## src/rtl/ifm_row_loader_pkg.sv

```systemverilog
// ifm_row_loader_pkg: shared widths, FSM encoding and helpers for the IFM row loader.
package ifm_row_loader_pkg;
    localparam int W_SIZE         = 16;
    localparam int IFM_BUFFER     = 2;
    localparam int IFM_BUFFER_CNT = 1 << IFM_BUFFER;
    localparam int W_DRAM_ADDR    = 32;
    localparam int W_DATA         = 32;
    localparam logic [W_DRAM_ADDR-1:0] BYTES_PER_WORD = W_DRAM_ADDR'(W_DATA / 8);

    typedef enum logic [2:0] {
        IFM_LD_IDLE = 3'd0,
        IFM_LD_ADDR = 3'd1,
        IFM_LD_DATA = 3'd2,
        IFM_LD_ZERO = 3'd3,
        IFM_LD_DONE = 3'd4
    } ifm_ld_state_t;

    function automatic logic is_onehot(input logic [IFM_BUFFER_CNT-1:0] v);
        return (v != '0) && ((v & (v - IFM_BUFFER_CNT'(1))) == '0);
    endfunction
endpackage

```

## src/rtl/ifm_row_addr_gen.sv

```systemverilog
// ifm_row_addr_gen: registered DRAM byte address of an IFM row, loaded when a command is accepted.
module ifm_row_addr_gen
    import ifm_row_loader_pkg::*;
(
    input  logic                   clk,
    input  logic                   rstn,
    input  logic                   i_load,
    input  logic [W_DRAM_ADDR-1:0] i_base_addr,
    input  logic [W_SIZE-1:0]      i_row,
    input  logic [W_SIZE-1:0]      i_row_words,
    output logic [W_DRAM_ADDR-1:0] o_addr
);
    logic [W_DRAM_ADDR-1:0] r_addr;
    logic [W_DRAM_ADDR-1:0] w_addr;

    assign w_addr = i_base_addr + W_DRAM_ADDR'(i_row) * W_DRAM_ADDR'(i_row_words) * BYTES_PER_WORD;

    always_ff @(posedge clk or negedge rstn)
        if (!rstn) r_addr <= '0;
        else if (i_load) r_addr <= w_addr;

    assign o_addr = r_addr;
endmodule

```

## src/rtl/ifm_row_loader.sv

```systemverilog
// ifm_row_loader: fetches one IFM row from DRAM (or zero-fills padding rows) into the selected row buffer.
module ifm_row_loader
    import ifm_row_loader_pkg::*;
(
    input  logic                      clk,
    input  logic                      rstn,
    input  logic [IFM_BUFFER_CNT-1:0] i_buf_sel,
    input  logic [W_SIZE-1:0]         i_buf_row,
    input  logic [W_DRAM_ADDR-1:0]    i_base_addr,
    input  logic [W_SIZE-1:0]         i_row_words,
    input  logic [W_SIZE-1:0]         i_ifm_height,
    output logic                      o_rd_req_valid,
    input  logic                      i_rd_req_ready,
    output logic [W_DRAM_ADDR-1:0]    o_rd_addr,
    output logic [W_SIZE-1:0]         o_rd_len,
    input  logic                      i_rd_data_valid,
    input  logic [W_DATA-1:0]         i_rd_data,
    output logic                      o_rd_data_ready,
    output logic [IFM_BUFFER_CNT-1:0] o_wr_en,
    output logic [W_SIZE-1:0]         o_wr_addr,
    output logic [W_DATA-1:0]         o_wr_data,
    output logic [IFM_BUFFER_CNT-1:0] o_buf_done,
    output logic                      o_busy,
    output logic                      o_err
);
    ifm_ld_state_t             r_state, w_next;
    logic [IFM_BUFFER_CNT-1:0] r_sel, r_wr_en;
    logic [W_SIZE-1:0]         r_len, r_cnt, r_wr_addr;
    logic [W_DATA-1:0]         r_wr_data;
    logic                      r_err;
    logic                      w_accept, w_beat, w_zero;

    assign w_accept        = (r_state == IFM_LD_IDLE) && is_onehot(i_buf_sel);
    assign w_zero          = r_state == IFM_LD_ZERO;
    // Ready drops once all beats are in, so a surplus beat is never taken.
    assign o_rd_data_ready = (r_state == IFM_LD_DATA) && (r_cnt != r_len);
    assign w_beat          = o_rd_data_ready && i_rd_data_valid;

    ifm_row_addr_gen u_addr_gen (
        .clk         (clk),
        .rstn        (rstn),
        .i_load      (w_accept),
        .i_base_addr (i_base_addr),
        .i_row       (i_buf_row),
        .i_row_words (i_row_words),
        .o_addr      (o_rd_addr)
    );

    always_ff @(posedge clk or negedge rstn)
        if (!rstn) r_state <= IFM_LD_IDLE;
        else r_state <= w_next;

    always_comb begin
        w_next = r_state;
        case (r_state)
            IFM_LD_IDLE:
                if (w_accept) begin
                    if (i_row_words == '0) w_next = IFM_LD_DONE;
                    else if (i_buf_row >= i_ifm_height) w_next = IFM_LD_ZERO;
                    else w_next = IFM_LD_ADDR;
                end
            IFM_LD_ADDR: if (i_rd_req_ready) w_next = IFM_LD_DATA;
            IFM_LD_DATA: if (r_cnt == r_len) w_next = IFM_LD_DONE;
            IFM_LD_ZERO: if (r_cnt == r_len - W_SIZE'(1)) w_next = IFM_LD_DONE;
            default:     w_next = IFM_LD_IDLE;
        endcase
    end

    always_ff @(posedge clk or negedge rstn)
        if (!rstn) begin
            r_sel     <= '0;
            r_len     <= '0;
            r_cnt     <= '0;
            r_wr_en   <= '0;
            r_wr_addr <= '0;
            r_wr_data <= '0;
            r_err     <= 1'b0;
        end else begin
            if (w_accept) begin
                r_sel <= i_buf_sel;
                r_len <= i_row_words;
                r_cnt <= '0;
            end else if (w_beat || w_zero) begin
                r_cnt <= r_cnt + W_SIZE'(1);
            end
            r_wr_en <= w_beat ? r_sel : '0;
            if (w_beat) begin
                r_wr_addr <= r_cnt;
                r_wr_data <= i_rd_data;
            end
            r_err <= r_err | ((i_buf_sel != '0) && !w_accept);
        end

    // Zero-fill writes straight from the counter so the first lands in the cycle after acceptance.
    assign o_wr_en        = w_zero ? r_sel : r_wr_en;
    assign o_wr_addr      = w_zero ? r_cnt : r_wr_addr;
    assign o_wr_data      = w_zero ? '0 : r_wr_data;
    assign o_rd_req_valid = r_state == IFM_LD_ADDR;
    assign o_rd_len       = r_len;
    assign o_buf_done     = (r_state == IFM_LD_DONE) ? r_sel : '0;
    assign o_busy         = r_state != IFM_LD_IDLE;
    assign o_err          = r_err;
endmodule
```

## config.mk

```make
export PLATFORM = sky130hd
export DESIGN_NAME = ifm_row_loader
export DESIGN_NICKNAME = d
export VERILOG_FILES = /design/src/rtl/ifm_row_loader_pkg.sv /design/src/rtl/ifm_row_addr_gen.sv /design/src/rtl/ifm_row_loader.sv
export SDC_FILE = /design/constraint.sdc
export NUM_CORES = 1
export LEC_CHECK = 0
export ABC_AREA = 1
export CORE_ASPECT_RATIO = 1.5
export CORE_UTILIZATION = 45
export CTS_BUF_LIST = sky130_fd_sc_hd__clkbuf_8
export DETAILED_ROUTE_END_ITERATION = 7
export DONT_BUFFER_PORTS = 1
export REMOVE_ABC_BUFFERS = 1
export SYNTH_ARGS = -nofsm -noshare
export SYNTH_HDL_FRONTEND = slang
export SYNTH_SLANG_ARGS = --single-unit
```

## constraint.sdc

```tcl
create_clock -name clk -period 1.8 [get_ports clk]
set_clock_uncertainty 0.2 [all_clocks]
set_input_delay 0.27 -clock clk [delete_from_list [all_inputs] [get_ports clk]]
set_output_delay 0.27 -clock clk [all_outputs]
set_load 0.05 [all_outputs]
```

Yosys cells after proc, flatten, opt, wreduce, memory -nomap -nowiden:

Index checks and enable logic that the tools add are counted.

* register bits after elaboration: 124
* word-level logic and storage cells: 56

* add/subtract/negate cells: 4
* multiply operators: 1
* order comparisons: 1
* eq/ne operators: 11
* multiplexer cells: 14
* bitwise operators: 2
* reduce and logical (&&, ||, !) cells: 14

Operator list (number)
* 16-bit two-way mux: 3
* 32-bit adder: 1
* 16-bit == test: 2
* 32-bit two-way mux: 1
* 16-bit by 16-bit multiplier with 30-bit output: 1
* 16-bit by 1-bit adder with 16-bit output, second input constant: 1
* 16-bit >= comparator: 1
* 16-bit logical NOT: 1
* 16-bit != test: 1
* 16-bit by 1-bit subtractor with 16-bit output, second input constant: 1
* 3-bit two-way mux: 5
* 4-bit two-way mux: 3
* 3-bit case mux with 4 select lines: 1
* 3-bit by 2-bit == test with 1-bit output, second input constant: 2
* 2-bit by 1-bit != test with 1-bit output, second input constant: 3
* 1-bit logical AND: 5
* 4-bit bitwise AND: 1
* 4-bit logical NOT: 1
* 4-bit AND reduction: 1
* 4-bit nonzero test: 1
* 4-bit by 1-bit subtractor with 4-bit output, second input constant: 1
* 3-bit by 1-bit == test with 1-bit output, second input constant: 1
* 3-bit == test, second input constant: 1
* 3-bit logical NOT: 1
* 7 further kinds: 7

Longest topological paths before layout:

* depth after elaboration: 8
* mapped depth: 41
* gate-level depth less buffers: 39

Modules after synthesis:

Synthesis repeated with hierarchy kept, for this count alone.

* cells, all modules: 2421
* area, all modules: 17510.5 um^2

Modules (own cells, without submodules)
* ifm_row_addr_gen: times used 1, cells each 1684, area each 11871.4 um^2
* ifm_row_loader: times used 1, cells each 737, area each 5639.2 um^2

Worst setup path before layout:

OpenSTA, ideal clock, no wires.

* kind: input -> register
* start: input port i_row_words[1]
* end: register u_addr_gen.r_addr[27], in the netlist u_addr_gen.o_addr[27]
* library setup time: 0.118 ns
* arrival time: 6.396 ns
* required time: 1.482 ns
* setup slack: -4.914 ns
* cell stages on the path: 29
* buffers on the path: 2
* path through: clkbuf_1 clkbuf_1 nand2_1 fa_1 fa_1 fa_1 fa_1 inv_1 fa_1 inv_1 fa_1 inv_1 ha_1 nand2_1 inv_1 a21oi_1 nand3_1 a21oi_1 o21ai_0 xor2_1 ha_1 nand2_1 nor2_1 nand2_1 or2_2 nand3_1 nand2_1 nand3_1 nand2_1

* longest elaborated chain between the ends: 2

Ends and longest elaborated chain
* from (decl): line ifm_row_loader.sv:10 `input logic [W_SIZE-1:0] i_row_words,`
* 16-bit by 16-bit multiplier with 30-bit output: line ifm_row_addr_gen.sv:16 `assign w_addr = i_base_addr + W_DRAM_ADDR'(i_row) * W_DRAM_ADDR'(i_row_words) * BYTES_PER_WORD;`
* 32-bit adder: line ifm_row_addr_gen.sv:16
* to (signal assigned): line ifm_row_addr_gen.sv:20 `else if (i_load) r_addr <= w_addr;`
* to (decl): line ifm_row_addr_gen.sv:13 `logic [W_DRAM_ADDR-1:0] r_addr;`

Every way passes these cells.
A chain may end at the register's enable or synchronous reset.

Worst setup path in the final report:

* start: input port i_buf_row[5]
* end: register u_addr_gen.r_addr[31], in the netlist u_addr_gen.o_addr[31]

* longest elaborated chain between the ends: 2

Ends and longest elaborated chain
* from (decl): line ifm_row_loader.sv:8 `input logic [W_SIZE-1:0] i_buf_row,`
* 16-bit by 16-bit multiplier with 30-bit output: line ifm_row_addr_gen.sv:16
* 32-bit adder: line ifm_row_addr_gen.sv:16

Every way passes these cells.

==> impl_results.md <==
* Yosys cell types at 46
* First-pass GRT wire length at 89070 um
* CP Launch Type: input port
* Mux contribution to synthesized area at 0%
* Post-synthesis simple-gate area fraction at between 20% and 30%
* #FFs+latches synth at between 100 and 150
* Via Count at ~17000
* Most frequent cells in the layout: nand2_1, inv_1, buf_4
* Clock Latency Late Sink at around 0.47 ns
* Outcome: complete, but fails checks
* Yosys top cell by area: fa_1
* Xor/xnor cell area share of the yosys netlist at about 4.0%
* Synth async-reset ratio at 100.0%
* Number of warnings issued by yosys at 0
* Die Y at 241.6 um
* Layout cells sized above 1 at between 30% and 40%
* Initial core utilization at roughly 46%
* Drt total wl at 62530 um
* Fin cells at approximately 3300
* Initial antenna violation count at 3
* Failing checks: hold timing, setup timing
* Root Driver: clkbuf_8
* Adder and majority cell fraction of the synthesized area at between 30% and 40%
* R2R setup slack at -0.48 ns
* Cts bufs inserted at 17
* Commonest register cell after synthesis: dfrtp_1
* Sequential fraction of the synthesis area at roughly 18%
* Number of global-route vias before repair at 17670
* Worst reg2reg path depth at 12
* Chip Width at 161.7 um
* Worst Path Class, Setup: in -> reg
* Critical path's most frequent cell: fa_1
* H-tree lvl count at 4
* Worst setup margin at -4.290 ns
* DRC violations left at 0
* Synth top area share at 22.56%
* DR WL/cell at ~19 um
* Worst-Margin Slew at just under 0.6 ns
* Fin Hold WS at -0.7271 ns
* 1st-pass router iterations at 8
* Slowest CP cell: fa_1
* Worst EP arrival at between 6 and 7 ns
* Vias per cell at around 5.3
* Core Region at between 0.03 and 0.04 sq mm
* Fin. Hold Viols at 124
* Hold buffer count at CTS at 60
* Gpl congestion at 0.9084
* Rows at 87
* P&R area growth vs syn at 50.41%
* GRT Total Usage at 29.21%
* Tcrit/Tclk final at 338.3%
* Slew headroom at between 60% and 70%
* Crit path to: u_addr_gen.o_addr[31]
* Largest net degree at the start of global routing at approximately 130
* Max Cap Viol at 0
* RSZ-0062 raised after global routing: yes
* DP HPWL at around 39000 um
* Syn Area/Cell at approximately 7.3 sq um
* RR Endpoint: r_wr_data[17]
* Post-synth EDFFs at 0
* Synth top area cells: fa_1, dfrtp_1, nand2_1, inv_1, ha_1
* Synth Instances at 2351
* CP Capture Type: register
* TNS Setup at -139.39 ns
* Max Clock Freq at approximately 160 MHz
* Worst EP required at ~2.0 ns
* Minimum clock period at around 6.1 ns
* Reg-to-reg startpoint: r_cnt[14]
* Fin. max-slew vios at 0
* Pre-CTS WS at -5.115 ns
* Clock slew at reported path FFs at roughly 0.10 ns
* Nets at ~3200
* Crit path largest cell delay at ~0.55 ns
* Compound-Gate Fraction of Synth Area at 8.095%
* Gr ovfl total at 0
* Sink Count at 124
* Placed cell count at slightly above 3000
* Die area at 0.03906 sq mm
* Io pins at 228
* Initial DRC Count at 995
* CTS tree: yes
* ANT nets after route at 0
* Leading cell type in the layout, fill and taps excluded: nand2_1
* Cell Area, Synth at ~0.017 sq mm
* Main combinational cell family by area after synthesis: adder cells
* Setup Viol. Count Final at between 150 and 200
* PortBufs at 0
* Critical path peak fanout at 17
* Worst setup startpoint: i_buf_row[5]
* CTS Buffer Depth at 2
* Worst hold path class: in -> async
-- flip-flops by register name (all words and copies together), names as in the netlist, 3 cells and up --
signal and flops:
r_wr_data 32, o_rd_len 16, u_addr_gen.o_addr 32, r_state 3, r_sel 4, r_wr_addr 16
r_wr_en 4, r_cnt 16
-- routing by layer --
| layer | GRT usage [%] | up-vias | part of all wire [%] |
|---|---|---|---|
| li1 | - | 7913 | - |
| met1 | 30.57 | 8549 | 35 |
| met2 | 55.90 | 673 | 54 |
| met3 | 4.511 | 214 | 5.6 |
| met4 | 13.82 | 0 | 5.4 |
| met5 | 0 | - | 0 |
-- through the flow --
stage               area [sq um]  util (%)
finish                     25900     68.76
global route               25900     68.76
global placement           20170     53.56
floorplan                  16740         -
CTS                        24070     63.90
detailed placement         20170     53.56
-- logic make-up (layout without fill, tap and decap cells) --
| family | after synthesis | in the layout |
|---|---|---|
| buffers and inverters | 614 | 1048 |
| AND/OR/NAND/NOR | 959 | 960 |
| adder cells (fa/ha/maj) | 338 | 338 |
| flip-flops | 124 | 124 |
| other | 0 | 3 |
| XOR/XNOR | 78 | 78 |
| AO/OA/AOI/OAI | 238 | 238 |
-- synthesized netlist by cell type (14+ instances only) --
master	count
a21oi_1	66
buf_2	14
clkbuf_1	60
dfrtp_1	124
fa_1	194
ha_1	144
inv_1	511
nand2_1	666
nand3_1	73
nand4_1	20
nor2_1	139
nor3_1	14
o21ai_0	103
o21ai_2	32
xnor2_1	35
xor2_1	42
-- worst min-delay path by stage --
| stage | from | to | slack [ns] | depth (start not counted) |
|---|---|---|---|---|
| floorplan | rstn | o_err | -0.23 | 0 |
| global placement | rstn | r_wr_data[10] | -0.22 | 0 |
| detailed placement | rstn | r_wr_data[12] | -0.22 | 0 |
| CTS | rstn | u_addr_gen.o_addr[22] | -0.75 | 0 |
| global route | rstn | u_addr_gen.o_addr[20] | -0.75 | 0 |
| finish | rstn | u_addr_gen.o_addr[20] | -0.73 | 0 |
-- area by class of cell --
type | instances | area, sq um
fillers | 2868 | 11770
diodes | 3 | 7.507
clock buffers | 17 | 234.0
repair inverters | 5 | 92.59
multi-input cells | 1614 | 14740
flip-flops and latches | 124 | 3110
inverters | 515 | 1982
repair buffers | 496 | 4964
clock inverters | 15 | 158.9
well taps | 489 | 611.8
-- worst max-delay path, delay by kind of cell --
kind	cells	cell delay (ns)
fa+ha+maj	8	3.71
simple gates	11	1.16
compound gates	4	0.62
buf+inv	6	0.35
xor+xnor	1	0.16
-- repair_timing --
item,4_1_cts,5_1_grt
gates resized for setup,560,325
endpoints found under the hold margin,215,124
buffers inserted,60,28
pin swaps,147,105
gates cloned,10,12
setup endpoints to repair,161,183
Power is not shown: default switching activity piles up to over one toggle a cycle in this logic, so the estimate is an artifact.
